[config.mk]
export PLATFORM = sky130hd
export DESIGN_NAME = bp_me_dma_arbiter
export DESIGN_NICKNAME = d
export VERILOG_FILES = /design/src/rtl/bp_me_dma_pkg.sv /design/src/rtl/bp_me_dma_tag_fifo.sv /design/src/rtl/bp_me_dma_arbiter.sv
export SDC_FILE = /design/constraint.sdc
export NUM_CORES = 1
export LEC_CHECK = 0
export BUFFER_PORTS_ARGS = -buffer_cell sky130_fd_sc_hd__buf_2
export CAP_MARGIN = 5
export CORE_AREA = 5 5 189 191
export CTS_BUF_LIST = sky130_fd_sc_hd__clkbuf_8 sky130_fd_sc_hd__clkbuf_16
export CTS_CLUSTER_DIAMETER = 100
export DETAILED_ROUTE_END_ITERATION = 12
export DIE_AREA = 0 0 194 196
export HOLD_SLACK_MARGIN = 0.08
export PLACE_DENSITY = 0.4
export REMOVE_ABC_BUFFERS = 1
export SLEW_MARGIN = 20
export SYNTH_ARGS = -nofsm -noshare
export SYNTH_HDL_FRONTEND = slang
export SYNTH_HIERARCHICAL = 1
export SYNTH_SLANG_ARGS = --single-unit
[constraint.sdc]
create_clock -name clk_i -period 4.7 [get_ports clk_i]
set_input_delay 0.235 -clock clk_i [delete_from_list [all_inputs] [get_ports clk_i]]
set_output_delay 0.235 -clock clk_i [all_outputs]
set_load 0.02 [all_outputs]
[src/rtl/bp_me_dma_pkg.sv]
// Shared types and helpers for the DMA concentrator and its tag FIFOs.
package bp_me_dma_pkg;

    localparam int DMA_DADDR_W = 28;
    localparam int DMA_FILL_W  = 64;

    typedef struct packed {
        logic                   write_not_read;
        logic [DMA_DADDR_W-1:0] addr;
    } bp_dma_pkt_s;

    function automatic int safe_clog2(input int n);
        return (n <= 1) ? 1 : $clog2(n);
    endfunction

endpackage

[src/rtl/bp_me_dma_tag_fifo.sv]
// Small 1r1w FIFO holding channel ids of granted packets, oldest first.
module bp_me_dma_tag_fifo
    import bp_me_dma_pkg::*;
#(
    parameter int width_p = 1,
    parameter int els_p   = 4
) (
    input  logic               clk_i,
    input  logic               reset_n_i,
    input  logic [width_p-1:0] data_i,
    input  logic               v_i,
    output logic [width_p-1:0] data_o,
    input  logic               yumi_i,
    output logic               full_o,
    output logic               empty_o
);

    localparam int ptr_w_lp = safe_clog2(els_p);
    localparam int cnt_w_lp = safe_clog2(els_p + 1);

    logic [els_p-1:0][width_p-1:0] r_mem;
    logic [ptr_w_lp-1:0]           r_rptr, r_wptr;
    logic [cnt_w_lp-1:0]           r_cnt;
    logic                          w_push, w_pop;

    function automatic logic [ptr_w_lp-1:0] ptr_inc(input logic [ptr_w_lp-1:0] p);
        return (p == ptr_w_lp'(els_p - 1)) ? '0 : p + ptr_w_lp'(1);
    endfunction

    assign full_o  = (r_cnt == cnt_w_lp'(els_p));
    assign empty_o = (r_cnt == '0);
    assign data_o  = r_mem[r_rptr];
    // A push into a full FIFO is only accepted alongside a pop.
    assign w_push  = v_i & (~full_o | yumi_i);
    assign w_pop   = yumi_i & ~empty_o;

    always_ff @(posedge clk_i or negedge reset_n_i) begin
        if (!reset_n_i) begin
            r_mem  <= '0;
            r_rptr <= '0;
            r_wptr <= '0;
            r_cnt  <= '0;
        end else begin
            if (w_push) begin
                r_mem[r_wptr] <= data_i;
                r_wptr        <= ptr_inc(r_wptr);
            end
            if (w_pop) r_rptr <= ptr_inc(r_rptr);
            if (w_push && !w_pop)      r_cnt <= r_cnt + cnt_w_lp'(1);
            else if (!w_push && w_pop) r_cnt <= r_cnt - cnt_w_lp'(1);
        end
    end

endmodule

[src/rtl/bp_me_dma_arbiter.sv]
// N-to-1 round-robin DMA concentrator; tag FIFOs steer read fills back and pick
// the write-data source in grant order.
module bp_me_dma_arbiter
    import bp_me_dma_pkg::*;
#(
    parameter int num_dma_p            = 2,
    parameter int daddr_width_p        = DMA_DADDR_W,
    parameter int fill_width_p         = DMA_FILL_W,
    parameter int block_size_in_fill_p = 8,
    parameter int tag_fifo_els_p       = 4,
    localparam int pkt_width_lp        = daddr_width_p + 1
) (
    input  logic                                      clk_i,
    input  logic                                      reset_n_i,
    input  logic [num_dma_p-1:0][pkt_width_lp-1:0]    dma_pkt_i,
    input  logic [num_dma_p-1:0]                      dma_pkt_v_i,
    output logic [num_dma_p-1:0]                      dma_pkt_yumi_o,
    output logic [num_dma_p-1:0][fill_width_p-1:0]    dma_data_o,
    output logic [num_dma_p-1:0]                      dma_data_v_o,
    input  logic [num_dma_p-1:0]                      dma_data_ready_and_i,
    input  logic [num_dma_p-1:0][fill_width_p-1:0]    dma_data_i,
    input  logic [num_dma_p-1:0]                      dma_data_v_i,
    output logic [num_dma_p-1:0]                      dma_data_yumi_o,
    output logic [pkt_width_lp-1:0]                   mem_pkt_o,
    output logic                                      mem_pkt_v_o,
    input  logic                                      mem_pkt_yumi_i,
    input  logic [fill_width_p-1:0]                   mem_data_i,
    input  logic                                      mem_data_v_i,
    output logic                                      mem_data_ready_and_o,
    output logic [fill_width_p-1:0]                   mem_data_o,
    output logic                                      mem_data_v_o,
    input  logic                                      mem_data_yumi_i
);

    localparam int lg_num_dma_lp = safe_clog2(num_dma_p);
    localparam int lg_block_lp   = safe_clog2(block_size_in_fill_p);

    logic [lg_num_dma_lp-1:0] r_rr, w_grant, w_hi, w_lo, w_rhead, w_whead;
    logic [lg_block_lp-1:0]   r_rcnt, r_wcnt;
    logic [num_dma_p-1:0]     w_elig;
    logic                     w_gnt_v, w_hi_v, w_gnt_wr;
    logic                     w_rfull, w_rempty, w_wfull, w_wempty;
    logic                     w_rready, w_rhs, w_rlast, w_wv, w_whs, w_wlast;

    // Eligibility is gated by reset so no valid escapes while the FIFOs are held clear.
    for (genvar i = 0; i < num_dma_p; i++) begin : g_ch
        assign w_elig[i] = reset_n_i & dma_pkt_v_i[i]
                         & (dma_pkt_i[i][pkt_width_lp-1] ? ~w_wfull : ~w_rfull);
        assign dma_pkt_yumi_o[i]  = mem_pkt_yumi_i & w_gnt_v & (w_grant == lg_num_dma_lp'(i));
        assign dma_data_v_o[i]    = ~w_rempty & mem_data_v_i & (w_rhead == lg_num_dma_lp'(i));
        assign dma_data_o[i]      = mem_data_i;
        assign dma_data_yumi_o[i] = w_whs & (w_whead == lg_num_dma_lp'(i));
    end

    // Lowest eligible index at/after r_rr wins; otherwise lowest eligible overall (wrap).
    always_comb begin
        w_hi   = '0;
        w_hi_v = 1'b0;
        w_lo   = '0;
        for (int i = num_dma_p - 1; i >= 0; i--) begin
            if (w_elig[i]) begin
                w_lo = lg_num_dma_lp'(i);
                if (lg_num_dma_lp'(i) >= r_rr) begin
                    w_hi   = lg_num_dma_lp'(i);
                    w_hi_v = 1'b1;
                end
            end
        end
    end

    assign w_gnt_v     = |w_elig;
    assign w_grant     = w_hi_v ? w_hi : w_lo;
    assign mem_pkt_v_o = w_gnt_v;
    assign mem_pkt_o   = dma_pkt_i[w_grant];
    assign w_gnt_wr    = mem_pkt_o[pkt_width_lp-1];

    assign w_rready             = ~w_rempty & dma_data_ready_and_i[w_rhead];
    assign mem_data_ready_and_o = w_rready;
    assign w_rhs                = w_rready & mem_data_v_i;
    assign w_rlast              = (r_rcnt == lg_block_lp'(block_size_in_fill_p - 1));

    assign w_wv         = ~w_wempty & dma_data_v_i[w_whead];
    assign mem_data_v_o = w_wv;
    assign mem_data_o   = dma_data_i[w_whead];
    assign w_whs        = mem_data_yumi_i & w_wv;
    assign w_wlast      = (r_wcnt == lg_block_lp'(block_size_in_fill_p - 1));

    bp_me_dma_tag_fifo #(.width_p(lg_num_dma_lp), .els_p(tag_fifo_els_p)) u_rtag (
        .clk_i     (clk_i),
        .reset_n_i (reset_n_i),
        .data_i    (w_grant),
        .v_i       (mem_pkt_yumi_i & w_gnt_v & ~w_gnt_wr),
        .data_o    (w_rhead),
        .yumi_i    (w_rhs & w_rlast),
        .full_o    (w_rfull),
        .empty_o   (w_rempty)
    );

    bp_me_dma_tag_fifo #(.width_p(lg_num_dma_lp), .els_p(tag_fifo_els_p)) u_wtag (
        .clk_i     (clk_i),
        .reset_n_i (reset_n_i),
        .data_i    (w_grant),
        .v_i       (mem_pkt_yumi_i & w_gnt_v & w_gnt_wr),
        .data_o    (w_whead),
        .yumi_i    (w_whs & w_wlast),
        .full_o    (w_wfull),
        .empty_o   (w_wempty)
    );

    always_ff @(posedge clk_i or negedge reset_n_i) begin
        if (!reset_n_i) begin
            r_rr   <= '0;
            r_rcnt <= '0;
            r_wcnt <= '0;
        end else begin
            if (mem_pkt_yumi_i && w_gnt_v)
                r_rr <= (w_grant == lg_num_dma_lp'(num_dma_p - 1)) ? '0 : w_grant + lg_num_dma_lp'(1);
            if (w_rhs) r_rcnt <= w_rlast ? '0 : r_rcnt + lg_block_lp'(1);
            if (w_whs) r_wcnt <= w_wlast ? '0 : r_wcnt + lg_block_lp'(1);
        end
    end

    a_pkt_yumi: assert property (@(posedge clk_i) disable iff (!reset_n_i)
        mem_pkt_yumi_i |-> mem_pkt_v_o);
    a_data_yumi: assert property (@(posedge clk_i) disable iff (!reset_n_i)
        mem_data_yumi_i |-> mem_data_v_o);

endmodule

* After elaboration in Yosys (flattened, before gate mapping)
Index checks and enable logic that the tools add are counted.
Cells by class: add/subtract/negate cells 11, magnitude comparators 11, eq/ne operators 8, muxes and demuxes 40, bitwise operators 34, reductions and logical operators 16
Operator list (number):
- $mux W64 | 2
- $mux W29 | 2
- $and A1 B1 Y1 | 24
- $mux W1 | 20
- $mux W3 | 6
- $add A3 B1 Y3 const B | 4
- $eq A3 B3 Y1 const B | 4
- $lt A2 B3 Y1 const B | 4
- $add A2 B1 Y2 const B | 4
- $bwmux W4 | 2
- $eq A2 B2 Y1 const B | 4
- $mux W2 | 4
- $not A1 Y1 | 8
- $logic_and A1 B1 Y1 | 7
- $logic_not A3 Y1 | 2
- $lt A1 B2 Y1 const B | 3
- $sub A3 B1 Y3 const B | 2
- $bmux W1 S2 | 2
- $demux W1 S2 | 2
- $ge A2 B1 Y1 const B | 2
- $logic_not A1 Y1 | 4
- $reduce_bool A2 Y1 | 2
- $ge A1 B1 Y1 const A | 2
- $or A1 B1 Y1 | 2
- 2 further kinds | 2
Storage, ports and cells: register bits 29, bits of input ports 261, output and inout port bits 230, logic and storage cells 137

* Longest topological paths before layout
depth after elaboration 17, depth in mapped cells 12, mapped depth without buffers 12

* Hierarchy
Netlist, hierarchy kept.
By module, submodules not included:
- bp_me_dma_arbiter | times used 1, cells an instance 289, area each 2656.3 um^2, sequential area each 175.2 um^2
- bp_me_dma_tag_fifo | times used 2, cells an instance 50, area each 621.8 um^2, sequential area each 275.3 um^2

* Worst setup path before layout
OpenSTA, ideal clock, no wires.
kind register to register, from register u_wtag.r_cnt[0], to register u_rtag.r_cnt[2], setup time 79 ps, arrival 3103 ps, data required time 4621 ps, path slack 1518 ps, stages on the path, launching flop included 12, buffers on the path 0, period minus slack after synthesis 3182 ps, path through dfrtp_1 > nor3b_1 > mux2i_1 > a31o_2 > o32ai_1 > nor2b_1 > ha_1 > inv_1 > fa_1 > xor2_1 > nor2_1 > xor2_1
Between the ends: word-level cells in the longest chain between the ends 16, elaborated cells between the ends (all ways) 26, those cells by class eq/ne: 1; mux: 13; bitwise: 7; reduce/logical: 5
RTL lines:
- start, declared | line bp_me_dma_tag_fifo.sv:23 | logic [cnt_w_lp-1:0] r_cnt;
- start signal, assigned | line bp_me_dma_tag_fifo.sv:49 | if (w_push && !w_pop) r_cnt <= r_cnt + cnt_w_lp'(1);
- start signal, assigned | line bp_me_dma_tag_fifo.sv:50 | else if (!w_push && w_pop) r_cnt <= r_cnt - cnt_w_lp'(1);
- $eq A3 B3 Y1 (*) | line bp_me_dma_tag_fifo.sv:30 | assign full_o = (r_cnt == cnt_w_lp'(els_p));
- via w_wfull | line bp_me_dma_arbiter.sv:42 | logic w_rfull, w_rempty, w_wfull, w_wempty;
- $not A1 Y1 (*) | line bp_me_dma_arbiter.sv:48 | & (dma_pkt_i[i][pkt_width_lp-1] ? ~w_wfull : ~w_rfull);
- $mux W1 | line bp_me_dma_arbiter.sv:48
- $and A1 B1 Y1 | line bp_me_dma_arbiter.sv:48
- $mux W1 | line bp_me_dma_arbiter.sv:61 | if (w_elig[i]) begin
- $mux W1 | line bp_me_dma_arbiter.sv:63 | if (lg_num_dma_lp'(i) >= r_rr) begin
- $mux W1 | line bp_me_dma_arbiter.sv:61
- $mux W1 | line bp_me_dma_arbiter.sv:72 | assign w_grant = w_hi_v ? w_hi : w_lo;
- $mux W29 (not written as such) (2 in series) | line bp_me_dma_arbiter.sv:74 | assign mem_pkt_o = dma_pkt_i[w_grant];
- $not A1 Y1 | line bp_me_dma_arbiter.sv:92 | .v_i (mem_pkt_yumi_i & w_gnt_v & ~w_gnt_wr),
- $and A1 B1 Y1 (*) | line bp_me_dma_arbiter.sv:92
- $and A1 B1 Y1 (*) | line bp_me_dma_tag_fifo.sv:34 | assign w_push = v_i & (~full_o | yumi_i);
- via u_rtag.w_push | line bp_me_dma_tag_fifo.sv:24 | logic w_push, w_pop;
- $logic_not A1 Y1 | line bp_me_dma_tag_fifo.sv:50
- $logic_and A1 B1 Y1 | line bp_me_dma_tag_fifo.sv:50
- $reduce_bool A2 Y1 (no source line)
- end signal, assigned | line bp_me_dma_tag_fifo.sv:49
- end signal, assigned | line bp_me_dma_tag_fifo.sv:50
- end, declared | line bp_me_dma_tag_fifo.sv:23
Mark *: on every way through the listed nets, which the timed path passes. The rest lies on a longest branch. The select of a mux whose other input is x is not followed. A chain may end at the register's enable or synchronous reset.

* Worst setup path in the final report
Ends and elaborated chain as after synthesis.

==> impl_metrics.ini <==
[floorplanning]
core_area_sq_um = 33900
initial_core_util = 0.115
die_w_um = 194
design.die.area_sq_um = 38000
die_h_um = 196
num_rows = 68
ios = 491

[logic_synthesis]
syn_avg_cell_area_sq_um = 10.0
synth_cells = 389
synth.distinct_cells = 36
synth-main-ff-cell = dfrtp_1
synth_warnings = 6
ys_seq_area_frac = 0.186
synth-edff-count = 0
syn-cell-area_sq_um = 3900
synth-seq-cells = 29
synth_async_sr_flop_share = 1.00

[critical_path]
r2r_slack_ns = 1.0
crit_buf_inv = 1
cp-end-kind = flip-flop
path_class = flip-flop to flip-flop
cp_slowest_cell = nor3b_1
crit_family = simple AND/OR/NAND/NOR gates
cp_max_fo = 6
cp.required_ns = 4.89
crit_path_cell_trace = nor3b_1 -> mux2i_1 -> a31o_2 -> o32ai_1 -> nor2b_1 -> ha_1 -> inv_1 -> fa_1 -> xor2_1 -> nor2_1 -> xor2_1
r2r_end = u_rtag/r_cnt[2]
path_common_cell = xor2_1
max_stage_delay_ns = 0.60
rr_worst_depth = 11
r2r_start = u_wtag/r_cnt[0]
arrival_ns = 3.90
startpoint_type = flip-flop
crit_cells = 11

[cells_and_area]
syn2layout_area_growth_pct = 30.5
drive_gt1_frac = 0.751
layout.nets = 837
utilization = 0.150
fillers = 3829
antenna_cells = 0
layout_common_cells = 298 x buf_2, 102 x mux2_2, 29 x dfrtp_1
layout_commonest_cell = buf_2
layout.cells.non_filler = 1014

[clock_network]
clkLatencyLatePin_ns = 0.27
cts_sinks = 29
cts_tree = yes
clkTransAtPathRegs_ns = 0.05
clk_path_buf_depth = 2
numCtsBuffers = 5
post_cts_buffers = 0
h-tree-depth = 2
clockRootBuffer = clkbuf_16

[route]
drt_iter0_drc = 122
wl_per_cell_um = 22.4
drt-total-wl_um = 22700
route.detailed.drc = 0
antenna_left = 0
via_per_inst = 3.49
drt_first_pass_iters = 4
vias = 3535

[min_path]
min_to = r_rr
hp-start = dma_pkt_v_i[1]
hold_depth = 4
hold_path_class = input pin to flip-flop

[sta]
slew_viol_final = 0
hold_viol = 0
max_slew_margin = 0.288
tightest_slew_ns = 1.06
fin_setup_tns_ns = 0
period_minus_slack_ns = 3.70
rsz0062_at_grt = no
fin_worst_skew_ns = 0.00857
setup_violations = 0
fin_crit_sh = 0.788
fmax_ghz = 0.270

[grt]
antenna_found_initial = 0
grt_pass1_wl_um = 30000
grt_pass1_vias = 3667
overflow = 0
grt_max_degree = 67
grt_usage = 0.110

[placed_design]
place.port_buffers = 298
place_hpwl_um = 19700
placedCellCount = 1005
place_congestion = 0.813

[pwr]
power_density_nw_per_um2 = 481
ir_drop_v = 0.000218
p_leak_nw = 2.49

[run]
maxCapViolCount = 0

[status]
outcome = finished clean
[sequential cells by signal, summed over array words and instances (netlist names)]
name           flops
u_rtag/r_cnt       3
u_wtag/r_wptr      2
u_wtag/r_cnt       3
u_rtag/r_rptr      2
r_rcnt             3
u_rtag/r_mem       4
u_wtag/r_mem       4
u_wtag/r_rptr      2
r_wcnt             3
u_rtag/r_wptr      2
r_rr               1
[stage by stage]
stage / setup WS [ns] / hold WS, ns / area (sq um) / total power [mW]
floorplan: 1.01 / -0.0606 / 2870 / 1.63
global route: 0.575 / 0.398 / 5090 / 2.65
finish: 0.996 / 0.358 / 5090 / 2.45
detailed placement: 1.01 / 0.349 / 4940 / 2.19
CTS: 0.989 / 0.347 / 5090 / 2.51
global placement: 1.08 / 0.355 / 4940 / 2.19
[tightest hold or removal path: cells and delay by family]
kind,cells,cell delay [ns]
compound gates,2,0.16
buf+inv,1,0.11
simple gates,1,0.09
[logic make-up (layout without fill, tap and decap cells)]
logic type | after synthesis | in the layout | share of synthesized area
AO/OA/AOI/OAI | 10 | 10 | 0.0228
XOR/XNOR | 6 | 6 | 0.0135
adder cells (fa/ha/maj) | 18 | 18 | 0.0616
buffers and inverters | 147 | 317 | 0.272
flip-flops | 29 | 29 | 0.186
multiplexers | 123 | 123 | 0.364
AND/OR/NAND/NOR | 56 | 56 | 0.0802
[Yosys cell counts (all sizes together) (3+ instances only)]
cell    number  area share
and2         4      0.0064
buf        138        0.26
dfrtp       29        0.19
ha          16       0.051
inv          9      0.0087
mux2       118        0.34
mux2i        3      0.0077
nand2       10      0.0096
nand2b       4      0.0064
nor2        23       0.022
nor2b        4      0.0064
nor3b        3      0.0071
xor2         4      0.0090
[timing repair]
item,4_1_cts,5_1_grt
hold endpoints to repair,29,0
gates resized for setup,0,0
hold buffers,1,0
[report_power, final]
group	internal, mW	total (mW)	leakage (nW)	switching, mW
clock	0.192	0.300	0.0748	0.108
sequential	0.372	0.490	0.362	0.118
combinational	0.758	1.66	2.06	0.900
[how the worst max path moves through the flow]
stage / startpoint / endpoint / slack (ns)
3_3_place_gp: u_wtag/r_cnt[0] / u_rtag/r_cnt[2] / 1.08
2_1_floorplan: u_wtag/r_rptr[0] / u_wtag/r_cnt[1] / 1.01
3_5_place_dp: u_wtag/r_cnt[0] / u_rtag/r_cnt[2] / 1.01
6_report: u_wtag/r_cnt[0] / u_rtag/r_cnt[2] / 1.0
5_1_grt: u_wtag/r_cnt[0] / u_rtag/r_cnt[2] / 0.58
4_1_cts: u_wtag/r_cnt[0] / u_rtag/r_cnt[2] / 0.99
[area by class of cell]
cell class | count | area (sq um) | share of cell area
Multi-Input combinational cell | 213 | 2110 | 0.415
Clock inverter | 3 | 13.8 | 0.00270
Tap cell | 455 | 569 | 0.112
Inverter | 9 | 33.8 | 0.00664
Clock buffer | 5 | 125 | 0.0246
Sequential cell | 29 | 726 | 0.143
Timing Repair Buffer | 300 | 1510 | 0.296
[per-layer routing]
| layer | part of all wire | track usage | vias up |
|---|---|---|---|
| met5 | 0.020 | 0.0971 | - |
| met4 | 0.0058 | 0.0104 | 10 |
| li1 | - | - | 1544 |
| met1 | 0.39 | 0.127 | 1556 |
| met3 | 0.23 | 0.119 | 17 |
| met2 | 0.35 | 0.135 | 408 |
Power figures use the tool's default switching activity.
